==> src/rtl/fetch_unit.sv <==
// Instruction-fetch front end: owns the PC, issues reads to a 1-cycle-latency ROM
// and buffers returned words with their PCs in a small prefetch FIFO for decode.
module fetch_unit #(
  parameter int                    ADDR_WIDTH = 32,
  parameter int                    INST_WIDTH = 32,
  parameter logic [ADDR_WIDTH-1:0] RESET_PC   = 'h0040_0000,
  parameter int                    DEPTH      = 4,
  parameter int                    PC_STEP    = 4
) (
  input  logic                         clock,
  input  logic                         reset,
  input  logic                         fetch_en,
  input  logic                         redirect_valid,
  input  logic [ADDR_WIDTH-1:0]        redirect_pc,
  output logic                         rom_req,
  output logic [ADDR_WIDTH-1:0]        rom_addr,
  input  logic [INST_WIDTH-1:0]        rom_data,
  output logic                         inst_valid,
  input  logic                         inst_ready,
  output logic [INST_WIDTH-1:0]        inst_data,
  output logic [ADDR_WIDTH-1:0]        inst_pc,
  output logic [$clog2(DEPTH+1)-1:0]   occupancy
);

  localparam int                PTR_W   = $clog2(DEPTH);
  localparam int                CNT_W   = $clog2(DEPTH+1);
  localparam logic [CNT_W:0]    DEPTH_C = (CNT_W+1)'(DEPTH);

  logic [ADDR_WIDTH-1:0] fetchPc_q, fetchPc_d;
  logic [ADDR_WIDTH-1:0] issuedPc_q, issuedPc_d;
  logic                  inflight_q, inflight_d;
  logic [PTR_W-1:0]      rdPtr_q, rdPtr_d;
  logic [PTR_W-1:0]      wrPtr_q, wrPtr_d;
  logic [CNT_W-1:0]      count_q, count_d;
  logic [INST_WIDTH-1:0] memData_q [DEPTH];
  logic [ADDR_WIDTH-1:0] memPc_q   [DEPTH];

  logic                  pop;
  logic                  push;
  logic [CNT_W:0]        pending;

  assign inst_valid = (count_q != '0);
  assign inst_data  = inst_valid ? memData_q[rdPtr_q] : '0;
  assign inst_pc    = inst_valid ? memPc_q[rdPtr_q]   : '0;
  assign occupancy  = count_q;
  assign rom_addr   = fetchPc_q;

  // A request may only issue if its response is guaranteed a free slot, counting
  // the in-flight word and any pop happening this cycle; a redirect kills responses.
  always_comb begin
    pop     = inst_valid & inst_ready;
    push    = inflight_q & ~redirect_valid;
    pending = {1'b0, count_q} + (CNT_W+1)'(inflight_q) - (CNT_W+1)'(pop);
    rom_req = fetch_en & ~redirect_valid & ~reset & (pending < DEPTH_C);

    fetchPc_d  = fetchPc_q;
    issuedPc_d = issuedPc_q;
    inflight_d = rom_req;
    rdPtr_d    = rdPtr_q;
    wrPtr_d    = wrPtr_q;
    count_d    = count_q;

    if (redirect_valid) begin
      fetchPc_d = redirect_pc;
      rdPtr_d   = '0;
      wrPtr_d   = '0;
      count_d   = '0;
    end else begin
      if (rom_req) begin
        fetchPc_d  = fetchPc_q + ADDR_WIDTH'(PC_STEP);
        issuedPc_d = fetchPc_q;
      end
      if (push) wrPtr_d = wrPtr_q + PTR_W'(1);
      if (pop)  rdPtr_d = rdPtr_q + PTR_W'(1);
      count_d = count_q + CNT_W'(push) - CNT_W'(pop);
    end
  end

  always_ff @(posedge clock) begin
    if (reset) begin
      fetchPc_q  <= RESET_PC;
      issuedPc_q <= '0;
      inflight_q <= 1'b0;
      rdPtr_q    <= '0;
      wrPtr_q    <= '0;
      count_q    <= '0;
      for (int i = 0; i < DEPTH; i++) begin
        memData_q[i] <= '0;
        memPc_q[i]   <= '0;
      end
    end else begin
      fetchPc_q  <= fetchPc_d;
      issuedPc_q <= issuedPc_d;
      inflight_q <= inflight_d;
      rdPtr_q    <= rdPtr_d;
      wrPtr_q    <= wrPtr_d;
      count_q    <= count_d;
      if (push) begin
        memData_q[wrPtr_q] <= rom_data;
        memPc_q[wrPtr_q]   <= issuedPc_q;
      end
    end
  end

endmodule
==> config.mk <==
export PLATFORM = sky130hd
export DESIGN_NAME = fetch_unit
export DESIGN_NICKNAME = d
export VERILOG_FILES = /design/src/rtl/fetch_unit.sv
export SDC_FILE = /design/constraint.sdc
export NUM_CORES = 1
export LEC_CHECK = 0
export CAP_MARGIN = 20
export CORE_ASPECT_RATIO = 1.75
export CORE_MARGIN = 2
export CORE_UTILIZATION = 45
export DETAILED_ROUTE_END_ITERATION = 6
export PLACE_DENSITY_LB_ADDON = 0.25
export SLEW_MARGIN = 20
export SYNTH_ARGS = -nofsm -noshare
export SYNTH_HDL_FRONTEND = slang
export SYNTH_SLANG_ARGS = --single-unit
==> constraint.sdc <==
create_clock -name clock -period 4.7 [get_ports clock]
set_input_delay 0.94 -clock clock [delete_from_list [all_inputs] [get_ports clock]]
set_output_delay 0.94 -clock clock [all_outputs]
set_load 0.01 [all_outputs]
==> results of run 1 <==
[per-stage QoR]
stage | power, W | hold WS (ns) | area, µm²
after CTS | 0.00630 | 0.518 | 17900
after global routing | 0.00645 | 0.550 | 17900
after global placement | 0.00383 | 0.491 | 16900
final | 0.00624 | 0.513 | 17900
after detailed placement | 0.00383 | 0.502 | 16900
after floorplan | 0.00359 | 0.460 | 14700
[cell type report]
cell class / count / area [µm²] / share of cell area (%)
Clock buffer: 43 / 915 / 5.11
Timing Repair Buffer: 197 / 1970 / 11.0
Sequential cell: 330 / 9180 / 51.2
Tap cell: 400 / 500 / 2.80
Clock inverter: 13 / 103 / 0.573
Multi-Input combinational cell: 654 / 4940 / 27.6
Inverter: 82 / 308 / 1.72
[power by group through the flow]
stage | logic [W] | registers (W) | clock network [W]
floorplan | 0.000231 | 0.00336 | 0
global placement | 0.000457 | 0.00337 | 0
detailed placement | 0.000458 | 0.00338 | 0
CTS | 0.000461 | 0.00331 | 0.00253
global route | 0.000491 | 0.00332 | 0.00263
finish | 0.000453 | 0.00331 | 0.00247
[routing by layer]
metal	GRT usage [%]	vias up	wire length, µm
li1	-	4345	-
met1	25.9	4606	14100
met2	37.0	259	18000
met3	2.33	41	1460
met4	5.21	0	638
met5	0	-	0
[placed cells by master (no fill, tap or decap), types with 3 or more instances in the layout]
cell type / count
clkinv_4: 3
and3_1: 4
nor2_1: 207
a2111oi_2: 6
xor2_1: 3
inv_1: 81
xnor2_1: 21
buf_12: 4
and4_1: 4
ha_1: 4
a211oi_2: 9
mux2i_1: 34
buf_4: 23
clkdlybuf4s50_1: 168
edfxtp_1: 256
nor3_1: 5
a311oi_1: 8
nand4_1: 6
clkbuf_16: 33
nand3_1: 14
nand2_1: 76
a21o_1: 3
or2_2: 3
and2_1: 118
o31a_1: 4
a21oi_1: 7
clkbuf_8: 5
o21ai_0: 4
clkinv_2: 8
clkbuf_1: 4
dfxtp_1: 72
a211oi_1: 14
mux4_2: 64
[state kept, by name (all words and copies together), names as in the netlist, named ones only]
signal      count
occupancy       3
memData_q     128
rom_addr       32
memPc_q       128
issuedPc_q     32
wrPtr_q         2
rdPtr_q         2
inflight_q      1
[cells by family (layout without fill, tap and decap cells)]
family,count (synthesis),after routing,synth area share [%]
DFF,330,330,62.4
AOI/OAI and AO/OA,70,70,4.52
and+or+nand+nor,457,457,14.7
muxes,98,98,12.1
adders and majority gates,5,5,0.477
xor gates and xnor gates,24,24,1.43
buffers and inverters,158,335,4.33
[how the worst max path moves through the flow]
| stage | start | endpoint | slack [ns] | depth (start not counted) |
|---|---|---|---|---|
| final | inst_ready | rom_req | 0.33 | 8 |
| after global routing | inst_ready | rom_req | 0.23 | 8 |
| after CTS | inst_ready | rom_req | 0.31 | 8 |
| after detailed placement | inst_ready | rom_req | 0.33 | 8 |
| after global placement | inst_ready | rom_req | 0.42 | 8 |
| after floorplan | inst_ready | rom_req | 1.10 | 8 |
[worst register-to-register path, cell delays in order, from the launching register on]
cell	delay (ns)
dfxtp_1	0.43
or3_2	0.17
nand2_1	0.12
or2_2	0.31
ha_1	0.21
nor4b_1	0.36
o221ai_2	0.20
buf_4	0.28
a2111oi_4	0.59
a41oi_1	0.18
o31a_1	0.26
==> metrics.md, run 1 <==
| Metric | Value |
|---|---|
| Outcome | complete, no violations |
| Maximum clock path buffer count | 3 |
| Worst vdd ir | 259 µV |
| Worst-margin pin slew | 1.13 ns |
| CP bufs+invs | 2 |
| R2R depth | 10 |
| Area share of the largest cell type after synthesis | 52.3% |
| DR pass1 iterations | 5 |
| HP Start | issuedPc_q[2]$_SDFFE_PP0P_ |
| Reg2Reg Launch Point | occupancy[2]$_SDFF_PP0_ |
| Post-route clock skew | 0.0189 ns |
| Share of layout cells above drive strength 1 | 13.6% |
| RSZ-0062 raised after global routing | no |
| Max cap viols | 0 |
| Unique masters post-synth | 53 |
| Crit path launch type | input port |
| DR WL/cell | 19.9 µm |
| Max Fclk | 229 MHz |
| Worst hold endpoint | issuedPc_q[2]$_SDFFE_PP0P_ |
| Register area share after synthesis | 62.4% |
| WHS Path Cells | 2 |
| Synth area leader | edfxtp_1 |
| Vias/cell | 5.38 |
| DRT antenna net count | 0 |
| Ports | 170 |
| Fin nets | 1369 |
| Port Buffers | 169 |
| Cells after DPL | 1662 |
| # DRC | 0 |
| Synth-to-layout area growth | 21.9% |
| Die height | 243 µm |
| Pre-CTS setup slack | 0.333 ns |
| DP Wirelength | 21000 µm |
| Antenna violations before repair | 0 |
| Period minus WS final | 4.37 ns |
| # diodes | 0 |
| Vias | 9251 |
| Root buffer cell | clkbuf_16 |
| Synth Register Bits | 330 |
| Sw power | 0.00136 W |
| Largest net degree at the start of global routing | 72 |
| Async SR Flop Fraction | 0% |
| Clock power frac | 39.7% |
| R2R Setup Slk | 1.50 ns |
| CTS tree | yes |
| Cell Pwr Density | 348 nW/µm² |
| CTS Sinks | 330 |
| Crit path largest cell delay | 0.55 ns |
| Mapped Avg Cell Area | 12.9 µm² |
| Most instantiated library cell after synthesis | edfxtp_1 |
| First-pass GRT wire length | 54300 µm |
| Sw Ratio | 21.8% |
| Routability congestion estimate | 0.875 |
| Post-synth EDFFs | 256 |
| Critical path class | input port to output port |
| Die width | 141 µm |
| Synthesized Nets | 1216 |
| Flop pwr share | 53.1% |
| Starting density of the core | 45.6% |
| Fill count | 2728 |
| Fin util | 55.6% |
| DIE AREA | 34200 µm² |
| Hold Path Class | flop to flop |
| End of the worst register-to-register path | rom_addr[31]$_SDFFE_PP0P_ |
| Crit path arrival time | 3.43 ns |
| Synth warn | 0 |
| Final std cells w/o fill | 1719 |
| Cts hold-fix bufs | 0 |
| Pleak | 6.64 nW |
| Critical Path End Type | output port |
| Resize count post-CTS | 0 |
| Setup TNS | 0 ns |
| Core footprint | 32200 µm² |
| GRT Util Overall | 20.4% |
| Area contributors post-synth | edfxtp_1, dfxtp_1, mux4_2, nor2_1, and2_1 |
| Fin worst setup slack | 0.331 ns |
| Slew Limit Fails | 0 |
| Cell row count | 87 |
| Worst EP required | 3.76 ns |
| Clk Latency, worst-skew pair | 0.57 ns |
| Top delay family on crit path | buffers and inverters |
| Synthesized cell area | 14700 µm² |
| Detailed Route Iter0 Violations | 625 |
| Synth cell count leaders | edfxtp_1, nor2_1, and2_1 |
| Slowest-stage cell, CP | clkdlybuf4s50_1 |
| Final period util | 93.0% |
| Worst rel slew slack | 24.4% |
| Clock-pin transition on the worst setup and hold timing paths | 0.06 ns |
| Vias in the first global route | 9629 |
| Comb pwr share | 7.3% |
| GR Overflow Total | 0 |
| Ys flop type | edfxtp_1 |
| Num CTS Buffers | 30 |
| CP dominant cell by count | clkdlybuf4s50_1 |
| Post-CTS Setup Inserts | 0 |
| Hold Violations, Final | 0 |
| Pint | 0.00488 W |
| Cells after Synth | 1142 |
| CP max FO | 4 |
| CTS H-Tree Depth | 1 |
| Critical path, cell by cell | clkdlybuf4s50_1 > nand2_1 > or2_2 > ha_1 > nor4b_1 > o221ai_2 > a21oi_4 > clkdlybuf4s50_1 |
| Final setup vio count | 0 |
| Final wirelength | 34200 µm |
(Power assumes the default switching activity.)
==> inputs of run 2 (changes only) <==
--- a/config.mk
+++ b/config.mk
@@ -8,9 +8,10 @@
 export CAP_MARGIN = 20
 export CORE_ASPECT_RATIO = 1.75
 export CORE_MARGIN = 2
-export CORE_UTILIZATION = 45
+export CORE_UTILIZATION = 40
 export DETAILED_ROUTE_END_ITERATION = 6
 export PLACE_DENSITY_LB_ADDON = 0.25
+export REMOVE_ABC_BUFFERS = 1
 export SLEW_MARGIN = 20
 export SYNTH_ARGS = -nofsm -noshare
 export SYNTH_HDL_FRONTEND = slang
==> run 2 against run 1 <==
  * Design area decreased by 0.18%
  * Sequential share of layout area is 0.093 points higher
  * Critical path depth is the same
  * Die area grew 12%
  * Non-clock buffer count decreased by 6
  * Via count shrank 0.36%
  * Worst hold slack got worse by 0.0035 ns
  * Global-route usage is 1.5 points lower
  * Maximum frequency increased by 2.3%
  * Register-to-register slack improved by 0.04 ns
  * Largest cell class unchanged
==> metrics.md, run 2 (synthesis results as in run 1) <==
| Metric | Value |
|---|---|
| Num CTS Buffers | 31 (+3.3%) |
| Critical Path Sink | rom_req |
| CP max FO | 4 (unchanged) |
| Clk Latency, worst-skew pair | 0.57 ns (about the same) |
| Resize count post-CTS | 0 (unchanged) |
| Worst EP required | 3.76 ns (about the same) |
| Detailed Route Iter0 Violations | 489 (-22%) |
| Flop pwr share | 53.5% (+0.4 points) |
| R2R Setup Slk | 1.54 ns (+0.04 ns) |
| Vias in the first global route | 9799 (+1.8%) |
| End of the worst register-to-register path | rom_addr[31]$_SDFFE_PP0P_ |
| DRT antenna net count | 0 (unchanged) |
| CP bufs+invs | 2 (unchanged) |
| Synth-to-layout area growth | 21.7% |
| Comb pwr share | 7.4% (about the same) |
| Final wirelength | 35700 µm (+4.3%) |
| Fin nets | 1364 (-0.37%) |
| Worst vdd ir | 308 µV (+19%) |
| Clock-pin transition on the worst setup and hold timing paths | 0.07 ns (about the same) |
| DR WL/cell | 20.0 µm (+0.46%) |
| Most frequent cells in the layout | edfxtp_1, nor2_1, clkdlybuf4s50_1 |
| Pint | 0.00482 W (-1.3%) |
| Hold Violations, Final | 0 (unchanged) |
| Slowest-stage cell, CP | clkdlybuf4s50_1 |
| Cell Pwr Density | 346 nW/µm² (-0.60%) |
| Critical path class | input port to output port |
| DIE AREA | 38300 µm² (+12%) |
| Crit path arrival time | 3.33 ns (-0.10 ns) |
| Cts hold-fix bufs | 0 (unchanged) |
| Crit. Startpoint | inst_ready |
| Worst-margin pin slew | 1.06 ns (-0.0710 ns) |
| Final period util | 90.9% (-2.1 points) |
| Top delay family on crit path | buffers and inverters |
| GRT Util Overall | 18.9% (-1.5 points) |
| Routability congestion estimate | 0.772 (-12%) |
| Max Fclk | 234 MHz (+2.3%) |
| Outcome | complete, no violations |
| HP Start | issuedPc_q[31]$_SDFFE_PP0P_ |
| Clock power frac | 39.2% (-0.5 points) |
| Share of layout cells above drive strength 1 | 12.6% (-1.0 points) |
| Biggest regs | memData_q: 128 flops, memPc_q: 128 flops |
| # diodes | 0 (unchanged) |
| Starting density of the core | 40.6% (-4.9 points) |
| Critical Path Stages | 8 (unchanged) |
| Worst hold margin | 0.509 ns (-0.00348 ns) |
| CTS Sinks | 330 (unchanged) |
| Period minus WS final | 4.27 ns (-0.0967 ns) |
| Final std cells w/o fill | 1784 (+3.8%) |
| Post-CTS Setup Inserts | 0 (unchanged) |
| Vias | 9218 (-0.36%) |
| Pleak | 6.56 nW (-1.2%) |
| Sw Ratio | 22.2% (+0.38 points) |
| Port Buffers | 169 (unchanged) |
| Cells after DPL | 1727 (+3.9%) |
| Crit path largest cell delay | 0.55 ns (about the same) |
| Commonest non-fill, non-tap cell in the layout | edfxtp_1 |
| GR Overflow Total | 0 (unchanged) |
| First-pass GRT wire length | 55400 µm (+2.1%) |
| Final setup vio count | 0 (unchanged) |
| RSZ-0062 raised after global routing | no |
| Worst rel slew slack | 29.1% (+4.7 points) |
| CTS tree | yes |
| Max cap viols | 0 (unchanged) |
| DP Wirelength | 21300 µm (+1.8%) |
| Reg2Reg Launch Point | occupancy[1]$_SDFF_PP0_ |
| Post-route clock skew | 0.0118 ns (-0.00708 ns) |
| Maximum clock path buffer count | 3 (unchanged) |
| Crit path launch type | input port |
| Hold Path Class | flop to flop |
| Cell row count | 92 (+5.7%) |
| Core footprint | 36100 µm² (+12%) |
| DR pass1 iterations | 5 (unchanged) |
| Slew Limit Fails | 0 (unchanged) |
| Ports | 170 (unchanged) |
| Largest net degree at the start of global routing | 67 (-6.9%) |
| Root buffer cell | clkbuf_16 |
| Critical Path End Type | output port |
| # DRC | 0 (unchanged) |
| Die height | 257 µm (+6.0%) |
| Antenna violations before repair | 0 (unchanged) |
| CP dominant cell by count | clkdlybuf4s50_1 |
| Sw power | 0.00137 W (+0.97%) |
| CTS H-Tree Depth | 1 (unchanged) |
| Vias/cell | 5.17 (-4.0%) |
| Critical path, cell by cell | clkdlybuf4s50_1 > nand2_1 > or2_2 > ha_1 > nor4b_1 > o221ai_2 > a21oi_4 > clkdlybuf4s50_1 |
| Die width | 149 µm (+5.9%) |
| R2R depth | 10 (unchanged) |
==> run 2: cell types whose count changed in the layout (fill, tap and decap cells not counted), moves of 2 or more <==
| cell | before | now |
|---|---|---|
| clkbuf_8 | 5 | 2 |
| clkbuf_1 | 4 | 9 |
| clkinv_1 | 1 | 5 |
| clkbuf_16 | 33 | 31 |
| buf_4 | 23 | 19 |
| clkinv_2 | 8 | 6 |
==> run 2: final cells by class <==
type	instances	area (µm²)
Fill cell	3262	18300
Sequential cell	330	9180
Multi-Input combinational cell	654	4940
Timing Repair Buffer	191	1890
Clock buffer	42	837
Tap cell	470	588
Inverter	82	308
Clock inverter	15	130
==> run 2: worst register-to-register path, stage by stage (launching register included) <==
cell and delay (ns):
dfxtp_1 0.44, or3_2 0.17, nand2_1 0.11, or2_2 0.30, ha_1 0.28, nand2_1 0.09
o31a_1 0.35, buf_4 0.25, a2111oi_4 0.63, a41oi_1 0.19, o31a_1 0.25
==> run 2: worst min path at each step <==
| stage | cells past startpoint | endpoint |
|---|---|---|
| after floorplan | 2 | issuedPc_q[12]$_SDFFE_PP0P_ |
| after global placement | 2 | issuedPc_q[31]$_SDFFE_PP0P_ |
| after detailed placement | 2 | issuedPc_q[24]$_SDFFE_PP0P_ |
| after CTS | 2 | issuedPc_q[24]$_SDFFE_PP0P_ |
| after global routing | 2 | issuedPc_q[24]$_SDFFE_PP0P_ |
| final | 2 | issuedPc_q[31]$_SDFFE_PP0P_ |
==> run 2: power groups by stage <==
stage          clock network, W  registers, W  logic, W
2_1_floorplan                 0       0.00336  0.000205
3_3_place_gp                  0       0.00337  0.000463
3_5_place_dp                  0       0.00337  0.000465
4_1_cts                 0.00247       0.00331  0.000467
5_1_grt                 0.00258       0.00332  0.000493
6_report                0.00242       0.00331  0.000456
==> run 2: metrics by stage <==
step / area [µm²] / setup TNS (ns) / util [%] / total power [W] / worst slack [ns]
finish: 17900 / 0 / 49.4 / 0.00619 / 0.427
global route: 17900 / 0 / 49.4 / 0.00639 / 0.244
CTS: 17900 / 0 / 49.4 / 0.00625 / 0.398
detailed placement: 16900 / 0 / 46.8 / 0.00384 / 0.417
global placement: 16900 / 0 / 46.8 / 0.00383 / 0.438
floorplan: 14400 / -268.32 / - / 0.00357 / -2.41
==> run 2: metal layers <==
layer	GRT usage [%]	wire length, µm	vias to the layer above
li1	-	-	4333
met1	21.9	13800	4604
met4	6.01	1010	0
met3	2.06	1420	54
met2	35.9	19400	227
met5	0	0	-
